## config.mk

```make
export PLATFORM = sky130hd
export DESIGN_NAME = avr_ifetch_flat
export DESIGN_NICKNAME = d
export VERILOG_FILES = /design/src/rtl/avr_ifetch_pkg.sv /design/src/rtl/avr_ifetch_if.sv /design/src/rtl/avr_insn_len.sv /design/src/rtl/avr_ifetch.sv /design/src/flat_wrapper.sv
export SDC_FILE = /design/constraint.sdc
export NUM_CORES = 1
export LEC_CHECK = 0
export CORE_UTILIZATION = 49
export CTS_BUF_LIST = sky130_fd_sc_hd__clkbuf_4 sky130_fd_sc_hd__clkbuf_8
export DETAILED_ROUTE_END_ITERATION = 10
export PLACE_DENSITY_LB_ADDON = 0.2
export SYNTH_ARGS = -nofsm -noshare
export SYNTH_HDL_FRONTEND = slang
export SYNTH_SLANG_ARGS = --single-unit
```

## constraint.sdc

```tcl
create_clock -name clk -period 4.5 [get_ports clk]
set_clock_uncertainty 0.1 [all_clocks]
set_input_delay 1.35 -clock clk [delete_from_list [all_inputs] [get_ports clk]]
set_output_delay 1.35 -clock clk [all_outputs]
set_load 0.02 [all_outputs]
```

## src/rtl/avr_ifetch_pkg.sv

```systemverilog
// rtl/avr_ifetch_pkg.sv - fetch-state encoding and AVR two-word opcode mask/match constants
package avr_ifetch_pkg;

    typedef enum logic [1:0] {
        ST_ISSUE = 2'd0,
        ST_W0    = 2'd1,
        ST_W1    = 2'd2,
        ST_HOLD  = 2'd3
    } fetch_state_e;

    localparam logic [15:0] LDS_STS_MASK   = 16'hFC0F;
    localparam logic [15:0] LDS_STS_MATCH  = 16'h9000;
    localparam logic [15:0] JMP_CALL_MASK  = 16'hFE0C;
    localparam logic [15:0] JMP_CALL_MATCH = 16'h940C;

endpackage

```

## src/rtl/avr_ifetch_if.sv

```systemverilog
// rtl/avr_ifetch_if.sv - flash read port and decoder handshake bundle for the fetch stage
interface avr_ifetch_if #(
    parameter int FLASH_WIDTH = 10
);
    logic                   mem_ce;
    logic [FLASH_WIDTH-1:0] mem_a;
    logic [15:0]            mem_d;
    logic                   insn_valid;
    logic                   insn_ready;
    logic [31:0]            insn;
    logic [FLASH_WIDTH-1:0] insn_pc;
    logic                   insn_two_word;

    modport master (
        output mem_ce, mem_a, insn_valid, insn, insn_pc, insn_two_word,
        input  mem_d, insn_ready
    );

    modport slave (
        input  mem_ce, mem_a, insn_valid, insn, insn_pc, insn_two_word,
        output mem_d, insn_ready
    );
endinterface

```

## src/rtl/avr_insn_len.sv

```systemverilog
// rtl/avr_insn_len.sv - flags LDS/STS/JMP/CALL first words as two-word instructions
module avr_insn_len
    import avr_ifetch_pkg::*;
(
    input  logic [15:0] i_word,
    output logic        o_two_word
);

    assign o_two_word = ((i_word & LDS_STS_MASK)  == LDS_STS_MATCH) ||
                        ((i_word & JMP_CALL_MASK) == JMP_CALL_MATCH);

endmodule

```

## src/rtl/avr_ifetch.sv

```systemverilog
// rtl/avr_ifetch.sv - AVR fetch stage; AVR_IFETCH_SKIP_EN adds the skip input for CPSE/SBRx/SBIx
module avr_ifetch
    import avr_ifetch_pkg::*;
#(
    parameter int          FLASH_WIDTH  = 10,
    parameter int unsigned RESET_VECTOR = 0
) (
    input  logic                   clk,
    input  logic                   rst_n,
    input  logic                   pc_load,
    input  logic [FLASH_WIDTH-1:0] pc_load_addr,
`ifdef AVR_IFETCH_SKIP_EN
    input  logic                   skip,
`endif
    avr_ifetch_if.master           bus
);

    localparam logic [1:0] S_ISSUE = ST_ISSUE;
    localparam logic [1:0] S_W0    = ST_W0;
    localparam logic [1:0] S_W1    = ST_W1;
    localparam logic [1:0] S_HOLD  = ST_HOLD;

    logic [1:0]             r_state;
    logic [FLASH_WIDTH-1:0] r_fpc;
    logic [FLASH_WIDTH-1:0] r_insn_pc;
    logic [31:0]            r_insn;
    logic                   r_two_word;
    logic                   r_skip_pend;

    logic                   w_w0_two;
    logic                   w_skip_in;
    logic                   w_mem_ce;
    logic [FLASH_WIDTH-1:0] w_mem_a;
    logic [FLASH_WIDTH-1:0] w_fpc_p1;
    logic [FLASH_WIDTH-1:0] w_fpc_p2;

`ifdef AVR_IFETCH_SKIP_EN
    assign w_skip_in = skip;
`else
    assign w_skip_in = 1'b0;
`endif

    avr_insn_len u_len (
        .i_word     (bus.mem_d),
        .o_two_word (w_w0_two)
    );

    assign w_fpc_p1 = r_fpc + FLASH_WIDTH'(1);
    assign w_fpc_p2 = r_fpc + FLASH_WIDTH'(2);

    // Flash requests are combinational so a transfer or redirect issues in the same cycle.
    always_comb begin
        w_mem_ce = 1'b0;
        w_mem_a  = '0;
        if (!rst_n) begin
            w_mem_ce = 1'b0;
        end else if (pc_load) begin
            w_mem_ce = 1'b1;
            w_mem_a  = pc_load_addr;
        end else begin
            case (r_state)
                S_ISSUE: begin
                    w_mem_ce = 1'b1;
                    w_mem_a  = r_fpc;
                end
                S_W0: begin
                    if (w_w0_two) begin
                        w_mem_ce = 1'b1;
                        w_mem_a  = w_fpc_p1;
                    end
                end
                S_HOLD: begin
                    if (bus.insn_ready) begin
                        w_mem_ce = 1'b1;
                        w_mem_a  = r_fpc;
                    end
                end
                default: w_mem_ce = 1'b0;
            endcase
        end
    end

    // A pending skip completes the fetch normally but re-enters ISSUE instead of HOLD.
    always_ff @(posedge clk) begin
        if (!rst_n) begin
            r_state     <= S_ISSUE;
            r_fpc       <= FLASH_WIDTH'(RESET_VECTOR);
            r_insn_pc   <= '0;
            r_insn      <= '0;
            r_two_word  <= 1'b0;
            r_skip_pend <= 1'b0;
        end else if (pc_load) begin
            r_state     <= S_W0;
            r_fpc       <= pc_load_addr;
            r_skip_pend <= 1'b0;
        end else begin
            case (r_state)
                S_ISSUE: r_state <= S_W0;
                S_W0: begin
                    r_insn     <= {16'h0000, bus.mem_d};
                    r_insn_pc  <= r_fpc;
                    r_two_word <= w_w0_two;
                    if (w_w0_two) begin
                        r_state <= S_W1;
                    end else begin
                        r_fpc       <= w_fpc_p1;
                        r_state     <= r_skip_pend ? S_ISSUE : S_HOLD;
                        r_skip_pend <= 1'b0;
                    end
                end
                S_W1: begin
                    r_insn[31:16] <= bus.mem_d;
                    r_fpc         <= w_fpc_p2;
                    r_state       <= r_skip_pend ? S_ISSUE : S_HOLD;
                    r_skip_pend   <= 1'b0;
                end
                S_HOLD: begin
                    if (bus.insn_ready) begin
                        r_state     <= S_W0;
                        r_skip_pend <= w_skip_in;
                    end
                end
                default: r_state <= S_ISSUE;
            endcase
        end
    end

    assign bus.mem_ce        = w_mem_ce;
    assign bus.mem_a         = w_mem_a;
    assign bus.insn_valid    = rst_n && (r_state == S_HOLD);
    assign bus.insn          = r_insn;
    assign bus.insn_pc       = r_insn_pc;
    assign bus.insn_two_word = r_two_word;

endmodule

```

## src/flat_wrapper.sv

```systemverilog
// flat-port wrapper written by rule: the top's interface ports become plain ports
module avr_ifetch_flat import avr_ifetch_pkg::*;
#(
    parameter int          FLASH_WIDTH  = 10,
    parameter int unsigned RESET_VECTOR = 0
)
  (clk, rst_n, pc_load, pc_load_addr, bus_mem_ce, bus_mem_a, bus_insn_valid, bus_insn, bus_insn_pc, bus_insn_two_word, bus_mem_d, bus_insn_ready);
  avr_ifetch_if #(.FLASH_WIDTH(FLASH_WIDTH)) bus_i ();
  input  logic clk;
  input  logic rst_n;
  input  logic pc_load;
  input  logic [FLASH_WIDTH-1:0] pc_load_addr;
  output wire logic [$bits(bus_i.mem_ce)-1:0] bus_mem_ce;
  output wire logic [$bits(bus_i.mem_a)-1:0] bus_mem_a;
  output wire logic [$bits(bus_i.insn_valid)-1:0] bus_insn_valid;
  output wire logic [$bits(bus_i.insn)-1:0] bus_insn;
  output wire logic [$bits(bus_i.insn_pc)-1:0] bus_insn_pc;
  output wire logic [$bits(bus_i.insn_two_word)-1:0] bus_insn_two_word;
  input wire logic [$bits(bus_i.mem_d)-1:0] bus_mem_d;
  input wire logic [$bits(bus_i.insn_ready)-1:0] bus_insn_ready;
  assign bus_mem_ce = bus_i.mem_ce;
  assign bus_mem_a = bus_i.mem_a;
  assign bus_insn_valid = bus_i.insn_valid;
  assign bus_insn = bus_i.insn;
  assign bus_insn_pc = bus_i.insn_pc;
  assign bus_insn_two_word = bus_i.insn_two_word;
  assign bus_i.mem_d = bus_mem_d;
  assign bus_i.insn_ready = bus_insn_ready;
  avr_ifetch #(.FLASH_WIDTH(FLASH_WIDTH), .RESET_VECTOR(RESET_VECTOR)) u_core (.clk(clk), .rst_n(rst_n), .pc_load(pc_load), .pc_load_addr(pc_load_addr), .bus(bus_i));
endmodule
```

==> impl_metrics.ini, run 1 <==
[pwr]
power_mw = 1.08
power.internal_mw = 0.733
p_seq_share_pct = 48.8
switching_share_pct = 31.9
ir_drop_v = 0.000213
switching_power_mw = 0.343
power_density_nw_per_um2 = 265
power.leakage_nw = 1.52
pwr-share-clk_pct = 27.2
p_comb_share_pct = 23.9

[setup_path]
cp-start-kind = input pin
r2r-start = u_core.r_state[0]
timing.rr.end = u_core.r_fpc[5]
crit_arrival_ps = 3020
cp_cell_sequence = clkdlybuf4s50_1 > and4b_2 > and3_4 > buf_12 > a31oi_1 > o211ai_1 > buf_4
crit_cells = 7
cp_num_buf_inv = 3
cp_slowest_cell = clkdlybuf4s50_1
crit_family = buffers and inverters
worst-setup-path-type = input pin to output pin
setup.worst_path.end_class = output pin
critPathMaxStageDelay_ps = 490
worstSetupStartpoint = bus_mem_d[12]
ff2ff_path_depth = 7
r2r_slack_ps = 1740
crit_required_ps = 3050
critPathMaxFanout = 20
crit_end = bus_mem_a[8]

[routing]
firstDrtPassIters = 6
vias_per_cell = 5.66
drc = 0
antenna_left = 0
vias = 3163
wirelength_um = 9340
routedWlPerCell_um = 16.7
drtIter0Drc = 245

[yosys]
synth_area_leaders = dfxtp_1 39%, nand2_1 13%, a21oi_1 9.9%, nand3_1 3.8%, clkbuf_1 3.0%
synth_ff_type = dfxtp_1
syn_avg_cell_area_um2 = 7.43
async_flop_share_pct = 0
yosysTopAreaCell = dfxtp_1
synth_warnings = 0
netlist_area_um2 = 2790
synth_top_area_share_pct = 39.4
synth_edf_count = 0
yosys.cell_types.count = 51
synth_nets = 412
synth_cells = 376
synth-seq-cells = 55
yosysSeqAreaShare_pct = 39.4

[global_route]
overflow = 0
grt_start_max_net_pins = 51
grt_pass1_wl_um = 15000
antenna_found_initial = 0
grt_pass1_vias = 3161
grt.total_usage_pct = 31.9

[floorplan]
chipHeight_um = 77.5
design.core.area_um2 = 5510
dieArea_um2 = 6010
start_util_pct = 50.7
row_count = 27
die_x_um = 77.5
io-pin-count = 85

[finish]
layout_commonest_cell = nand2_1
diodes = 0
layout-drive-gt1-share_pct = 17.7
final_cell_mix = 98 x nand2_1, 63 x clkdlybuf4s50_1, 55 x a21oi_1, 55 x dfxtp_1, 50 x buf_4
nNetsFinal = 522
instances_no_fill = 559
area_growth_pct = 45.4
postLayoutCoreUtil_pct = 73.7

[clock_tree]
numCtsBuffers = 5
cts_tree = done
clock_sinks = 55
cts.path.max_buffers = 2
cts_hold_buf = 0
clk_pin_slew_ps = 110
cts_htree_levels = 2
cts_root_buf = clkbuf_8
clock_latency_ps = 320

[sta]
hold_viol_final = 0
finalSetupViolCount = 0
final.min_clock_period_ps = 4470
finalCritPeriodShare_pct = 99.4
max_freq_ghz = 0.224
maxSlewHeadroom_pct = 37.8
holdWs_ps = 355
worstMarginPinSlew_ps = 930
fin_ws_ps = 27.7
slew_violations = 0
rsz0062_at_grt = yes

[place]
port_buffers = 84
place.gp.congestion = 0.895
hpwl_um = 6180
place_ws_ps = -834
place_inst = 540

[min_path]
hp-class = flop to flop

[flow_run]
cap_viol_max_count = 0

[outcome]
status = complete, no violations
## Yosys cell counts (4+ instances only)
library cell / instances
nand2_1: 99
a21oi_1: 55
dfxtp_1: 55
clkbuf_1: 22
nand3_1: 21
nor2_1: 15
o21ai_0: 8
o21ai_1: 7
ha_1: 6
inv_1: 5
mux2i_1: 4
nor4_1: 4
## power by group through the flow
stage | clock network (mW) | logic (mW) | registers (mW)
3_5_place_dp | 0 | 0.249 | 0.536
6_report | 0.293 | 0.258 | 0.526
2_1_floorplan | 0 | 0.118 | 0.542
3_3_place_gp | 0 | 0.245 | 0.535
5_1_grt | 0.317 | 0.277 | 0.528
4_1_cts | 0.298 | 0.250 | 0.525
## timing repair
item | CTS | global route
buffers inserted | 9 | 2
resized for setup | 69 | 13
endpoints found under the setup margin | 11 | 9
pin swaps | 7 | 5
## state kept, by name, indices dropped and copies added, names as in the netlist
signal / cells
u_core.bus.insn_pc: 10
u_core.bus.insn: 32
u_core.bus.insn_two_word: 1
u_core.r_state: 2
u_core.r_fpc: 10
## metrics by stage
step | TNS, ps | instance area, um^2
after global routing | -19.8 | 4060
after CTS | -96.5 | 4030
final | 0 | 4060
after detailed placement | -7960 | 3890
after floorplan | 0 | 2790
after global placement | -7540 | 3890
## final cells by class
| type | instances | area, um^2 |
|---|---|---|
| Fill cell | 452 | 1450 |
| Sequential cell | 55 | 1100 |
| Clock inverter | 3 | 27.5 |
| Timing Repair Buffer | 133 | 1170 |
| Clock buffer | 5 | 68.8 |
| Tap cell | 72 | 90.1 |
| Multi-Input combinational cell | 285 | 1580 |
| Inverter | 6 | 22.5 |
## cell families after synthesis
| group | Yosys count | share of synthesized area, % |
|---|---|---|
| buf+inv | 36 | 5.51 |
| fa+ha+maj | 6 | 2.69 |
| simple gates | 168 | 27.0 |
| flops | 55 | 39.4 |
| compound gates | 103 | 22.7 |
| xor+xnor | 4 | 1.25 |
| mux | 4 | 1.43 |
## worst min-delay path: stages, from the launching register on
cell	delay, ps
dfxtp_1	320
nand2_1	50
a21oi_1	50
## how the worst min path moves through the flow
stage	slack, ps	cells past startpoint	end	from
6_report	360	2	u_core.bus.insn[21]	u_core.bus.insn[21]
5_1_grt	380	2	u_core.bus.insn[26]	u_core.bus.insn[26]
4_1_cts	360	2	u_core.bus.insn[21]	u_core.bus.insn[21]
3_5_place_dp	350	2	u_core.bus.insn[21]	u_core.bus.insn[21]
3_3_place_gp	340	2	u_core.bus.insn[31]	u_core.bus.insn[31]
2_1_floorplan	370	2	u_core.r_fpc[7]	u_core.r_fpc[7]
## per-layer routing
| layer | routed length [um] | global-route usage [%] | up-vias |
|---|---|---|---|
| li1 | - | - | 1528 |
| met1 | 3730 | 37.2 | 1467 |
| met2 | 4680 | 55.0 | 144 |
| met3 | 667 | 7.06 | 24 |
| met4 | 263 | 15.3 | 0 |
| met5 | 0 | 0 | - |
Power figures use the tool's default switching activity.
==> run 2: changes to the inputs <==
- CELL_PAD_IN_SITES_DETAIL_PLACEMENT: not set -> 2
- CELL_PAD_IN_SITES_GLOBAL_PLACEMENT: not set -> 2
- CORE_UTILIZATION: 49 -> 26
==> impl_metrics.ini, run 2 (same netlist as run 1, synthesis figures left out) <==
[clock_tree]
cts_tree = done
clock_sinks = 55
cts.path.max_buffers = 2
cts_hold_buf = 0
clk_pin_slew_ps = 100
clock_latency_ps = 300
cts_root_buf = clkbuf_8
cts_htree_levels = 2
numCtsBuffers = 5

[finish]
largest_register_ffs = 32
area_growth_pct = 46.6
final_area_um2 = 4090
layout_commonest_cell = nand2_1
final_cell_mix = 98 x nand2_1, 66 x clkdlybuf4s50_1, 55 x a21oi_1, 55 x dfxtp_1, 46 x buf_4
layout-drive-gt1-share_pct = 16.2
nNetsFinal = 517
multi_input_area_um2 = 1570
fillers = 1207
regArea_um2 = 1100
diodes = 0

[routing]
wirelength_um = 11100
vias_per_cell = 5.15
antenna_left = 0
vias = 3176
drtIter0Drc = 103
routedWlPerCell_um = 18.0
drc = 0
firstDrtPassIters = 4

[outcome]
status = complete, no violations

[pwr]
power.leakage_nw = 1.50
p_seq_share_pct = 47.2
power_density_nw_per_um2 = 272
switching_power_mw = 0.336
pwr-share-clk_pct = 29.7
ir_drop_v = 0.000158
switching_share_pct = 30.1
power.internal_mw = 0.779
p_comb_share_pct = 23.1

[sta]
finalSetupViolCount = 0
slew_violations = 0
worstMarginPinSlew_ps = 816
holdWs_ps = 363
finalCritPeriodShare_pct = 99.1
final.min_clock_period_ps = 4460
rsz0062_at_grt = yes
hold_viol_final = 0
max_freq_ghz = 0.224
maxSlewHeadroom_pct = 45.6

[flow_run]
cap_viol_max_count = 0

[setup_path]
worst-setup-path-type = input pin to output pin
crit_path_frequent_cell = buf_6
crit_family = simple AND/OR/NAND/NOR gates
critPathMaxStageDelay_ps = 540
crit_arrival_ps = 3010
crit_required_ps = 3050
critPathMaxFanout = 4
cp_num_buf_inv = 3
cp-start-kind = input pin
cp_slowest_cell = or4_4
setup.worst_path.end_class = output pin
cp_cell_sequence = buf_6 > or4_4 > o21ai_4 > nand3_4 > buf_6 > o41a_1 > o21ai_1 > buf_4

[floorplan]
io-pin-count = 85
die_x_um = 106
chipHeight_um = 106
dieArea_um2 = 11200
row_count = 37
design.core.area_um2 = 10400
start_util_pct = 26.9

[global_route]
grt_pass1_vias = 3434
grt_start_max_net_pins = 51
antenna_found_initial = 0
overflow = 0
grt.total_usage_pct = 20.6
grt_pass1_wl_um = 18300

[place]
post_dp_cell_area_um2 = 3990
place.gp.congestion = 0.846
port_buffers = 84
hpwl_um = 8080

[min_path]
hp-class = flop to flop
## run 2: changes by cell type in the layout (fill, tap and decap cells not counted), sizes merged
cell / before / now
buf: 63 / 58
dlygate4sd2: 5 / 1
clkdlybuf4s50: 63 / 66
bufinv: 0 / 1
clkinv: 2 / 1
dlymetal6s2s: 1 / 2
inv: 6 / 5
## run 2: path summary, 6_finish.rpt
kind | from | endpoint | slack (ps) | cells past startpoint
worst max-delay path | bus_mem_d[3] | bus_mem_a[6] | 40 | 8
worst min-delay path | u_core.bus.insn[14] | u_core.bus.insn[14] | 360 | 2
worst max register to register | u_core.r_state[0] | u_core.r_fpc[8] | 1980 | 7
worst min register to register | u_core.bus.insn[14] | u_core.bus.insn[14] | 360 | 2
## run 2: stage by stage
step	utilization [%]	power, mW	cells	TNS, ps	worst slack (ps)
after floorplan	-	0.660	376	0	142
after global placement	38.5	0.793	608	-7630	-797
after CTS	39.2	1.13	617	-112	-80.8
after detailed placement	38.5	0.801	608	-8070	-849
final	39.5	1.12	617	0	39.5
after global routing	39.5	1.18	617	-36.9	-19.1
## run 2: cell type report
class / instances / share of cell area [%]
multi-input combinational: 285 / 38.4
clock buffer: 5 / 1.68
clock inverter: 2 / 0.917
sequential: 55 / 26.9
tap: 136 / 4.16
timing repair buffer: 128 / 27.4
inverter: 6 / 0.550
## run 2: worst register-to-register path: cells and delay by family, from the launching register on
kind	cells	cell delay (ps)
AOI/OAI and AO/OA	3	1120
buffers and inverters	2	480
DFF	1	340
and+or+nand+nor	1	240
adders and majority gates	1	200
## run 2: repair_timing
action	CTS	global route
pin swaps	6	6
resized for setup	65	11
setup endpoints to repair	11	11
setup buffers	2	0
## run 2: power by group through the flow
stage               sequential, mW  clock, mW  combinational [mW]
floorplan                    0.542          0               0.118
global placement             0.536          0               0.257
detailed placement           0.537          0               0.264
CTS                          0.526      0.344               0.260
global route                 0.529      0.365               0.282
finish                       0.526      0.332               0.258
## run 2: per-layer routing
layer	global-route usage, %	part of all wire, %	up-vias
met2	37.3	51	60
met1	25.1	44	1593
met5	0	0	-
li1	-	-	1517
met3	4.33	4.3	6
met4	3.97	0.78	0
==> run 3: changes to the inputs <==
- PLACE_DENSITY_LB_ADDON: 0.2 -> 0.1
- SLEW_MARGIN: not set -> 40
==> impl_metrics.ini, run 3 (same netlist as run 1, synthesis figures left out) <==
[place]
post_dp_cell_area_um2 = 3990
hpwl_um = 7880
place.gp.congestion = 0.820
port_buffers = 84
place_inst = 608

[floorplan]
start_util_pct = 26.9
io-pin-count = 85
design.core.area_um2 = 10400
row_count = 37
dieArea_um2 = 11200
die_x_um = 106
chipHeight_um = 106

[finish]
nNetsFinal = 518
layout_commonest_cell = nand2_1
diodes = 0
final_area_um2 = 4150
largest_register_ffs = 32
area_growth_pct = 48.6
instances_no_fill = 618
layout-drive-gt1-share_pct = 17.2
final_cell_mix = 99 x nand2_1, 64 x clkdlybuf4s50_1, 55 x a21oi_1, 55 x dfxtp_1, 48 x buf_4

[clock_tree]
clk_pin_slew_ps = 100
numCtsBuffers = 5
clock_latency_ps = 310
cts.path.max_buffers = 2
cts_htree_levels = 2
cts_tree = done
cts_root_buf = clkbuf_8
clock_sinks = 55

[pwr]
ir_drop_v = 0.000126
power_density_nw_per_um2 = 270
power.leakage_nw = 1.53

[sta]
rsz0062_at_grt = yes
worstMarginPinSlew_ps = 798
slew_violations = 0
finalCritPeriodShare_pct = 100
final.min_clock_period_ps = 4520
hold_viol_final = 0
maxSlewHeadroom_pct = 46.8
finalSetupViolCount = 1
fin_ws_ps = -22.5
fin_setup_tns_ps = -22.5
max_freq_ghz = 0.221

[setup_path]
setup.worst_path.end_class = output pin
cp-start-kind = input pin
cp_cell_sequence = buf_6 > or4_4 > o21ai_4 > nand3_4 > or4_4 > o211ai_1 > buf_4
ff2ff_path_depth = 7
critPathMaxFanout = 5
crit_required_ps = 3050
crit_arrival_ps = 3070
critPathMaxStageDelay_ps = 550
worst-setup-path-type = input pin to output pin
crit_path_frequent_cell = or4_4
cp_slowest_cell = or4_4

[routing]
drc = 0
firstDrtPassIters = 4
vias_per_cell = 5.12
routedWlPerCell_um = 17.7
vias = 3163
wirelength_um = 10900
drtIter0Drc = 48
antenna_left = 0

[global_route]
grt_start_max_net_pins = 51
antenna_found_initial = 0
grt.busiest_layer = met2
met2_usage_pct = 33.1
grt_pass1_wl_um = 17600
grt_use_met3_pct = 3.46
grtUsageMet1_pct = 26.4
grt_pass1_vias = 3331
grt.total_usage_pct = 19.9
overflow = 0

[min_path]
hp-class = flop to flop
holdPathStages = 2

[outcome]
violations = setup timing
status = complete, but fails checks

[flow_run]
cap_viol_max_count = 0
## run 3: power by group
group	internal, mW	switching, mW	total [mW]
registers	0.506	0.0235	0.530
logic	0.111	0.146	0.257
clock network	0.163	0.172	0.335
total	0.781	0.341	1.12
## run 3: per-stage QoR
| stage | utilization, % | hold WS, ps | power, mW | setup WS, ps |
|---|---|---|---|---|
| final | 40.0 | 360 | 1.12 | -22.5 |
| after global routing | 40.0 | 381 | 1.18 | -65.3 |
| after CTS | 39.4 | 365 | 1.13 | -135 |
| after detailed placement | 38.5 | 350 | 0.799 | -886 |
| after global placement | 38.5 | 339 | 0.793 | -875 |
| after floorplan | - | 375 | 0.660 | 142 |
## run 3: final timing paths
kind	start	endpoint	slack, ps
setup / recovery	bus_mem_d[3]	bus_mem_a[8]	-20
hold / removal	u_core.bus.insn_pc[8]	u_core.bus.insn_pc[8]	360
setup reg to reg	u_core.r_state[0]	u_core.r_fpc[8]	1980
hold reg to reg	u_core.bus.insn_pc[8]	u_core.bus.insn_pc[8]	360
## run 3: worst max-delay path, delay by kind of cell
| family | cells | cell delay, ps |
|---|---|---|
| buffers and inverters | 2 | 260 |
| and+or+nand+nor | 3 | 1150 |
| AOI/OAI and AO/OA | 2 | 310 |
## run 3: layer usage
layer | up-vias | wire (um)
li1 | 1524 | -
met1 | 1560 | 4910
met2 | 66 | 5400
met3 | 13 | 477
met4 | 0 | 146
met5 | - | 0
## run 3: final cells by class
type                            instances  area [um^2]
Clock buffer                            5         68.8
Clock inverter                          2         37.5
Fill cell                            1221         6220
Inverter                                6         22.5
Multi-Input combinational cell        285         1590
Sequential cell                        55         1100
Tap cell                              136          170
Timing Repair Buffer                  129         1160
## run 3: timing repair
item                                    in CTS  in global routing
gates resized for setup                     71                 19
hold buffers                                 0                  0
endpoints found under the setup margin      11                 10
pin swaps                                    6                  7
setup buffers                                2                  1
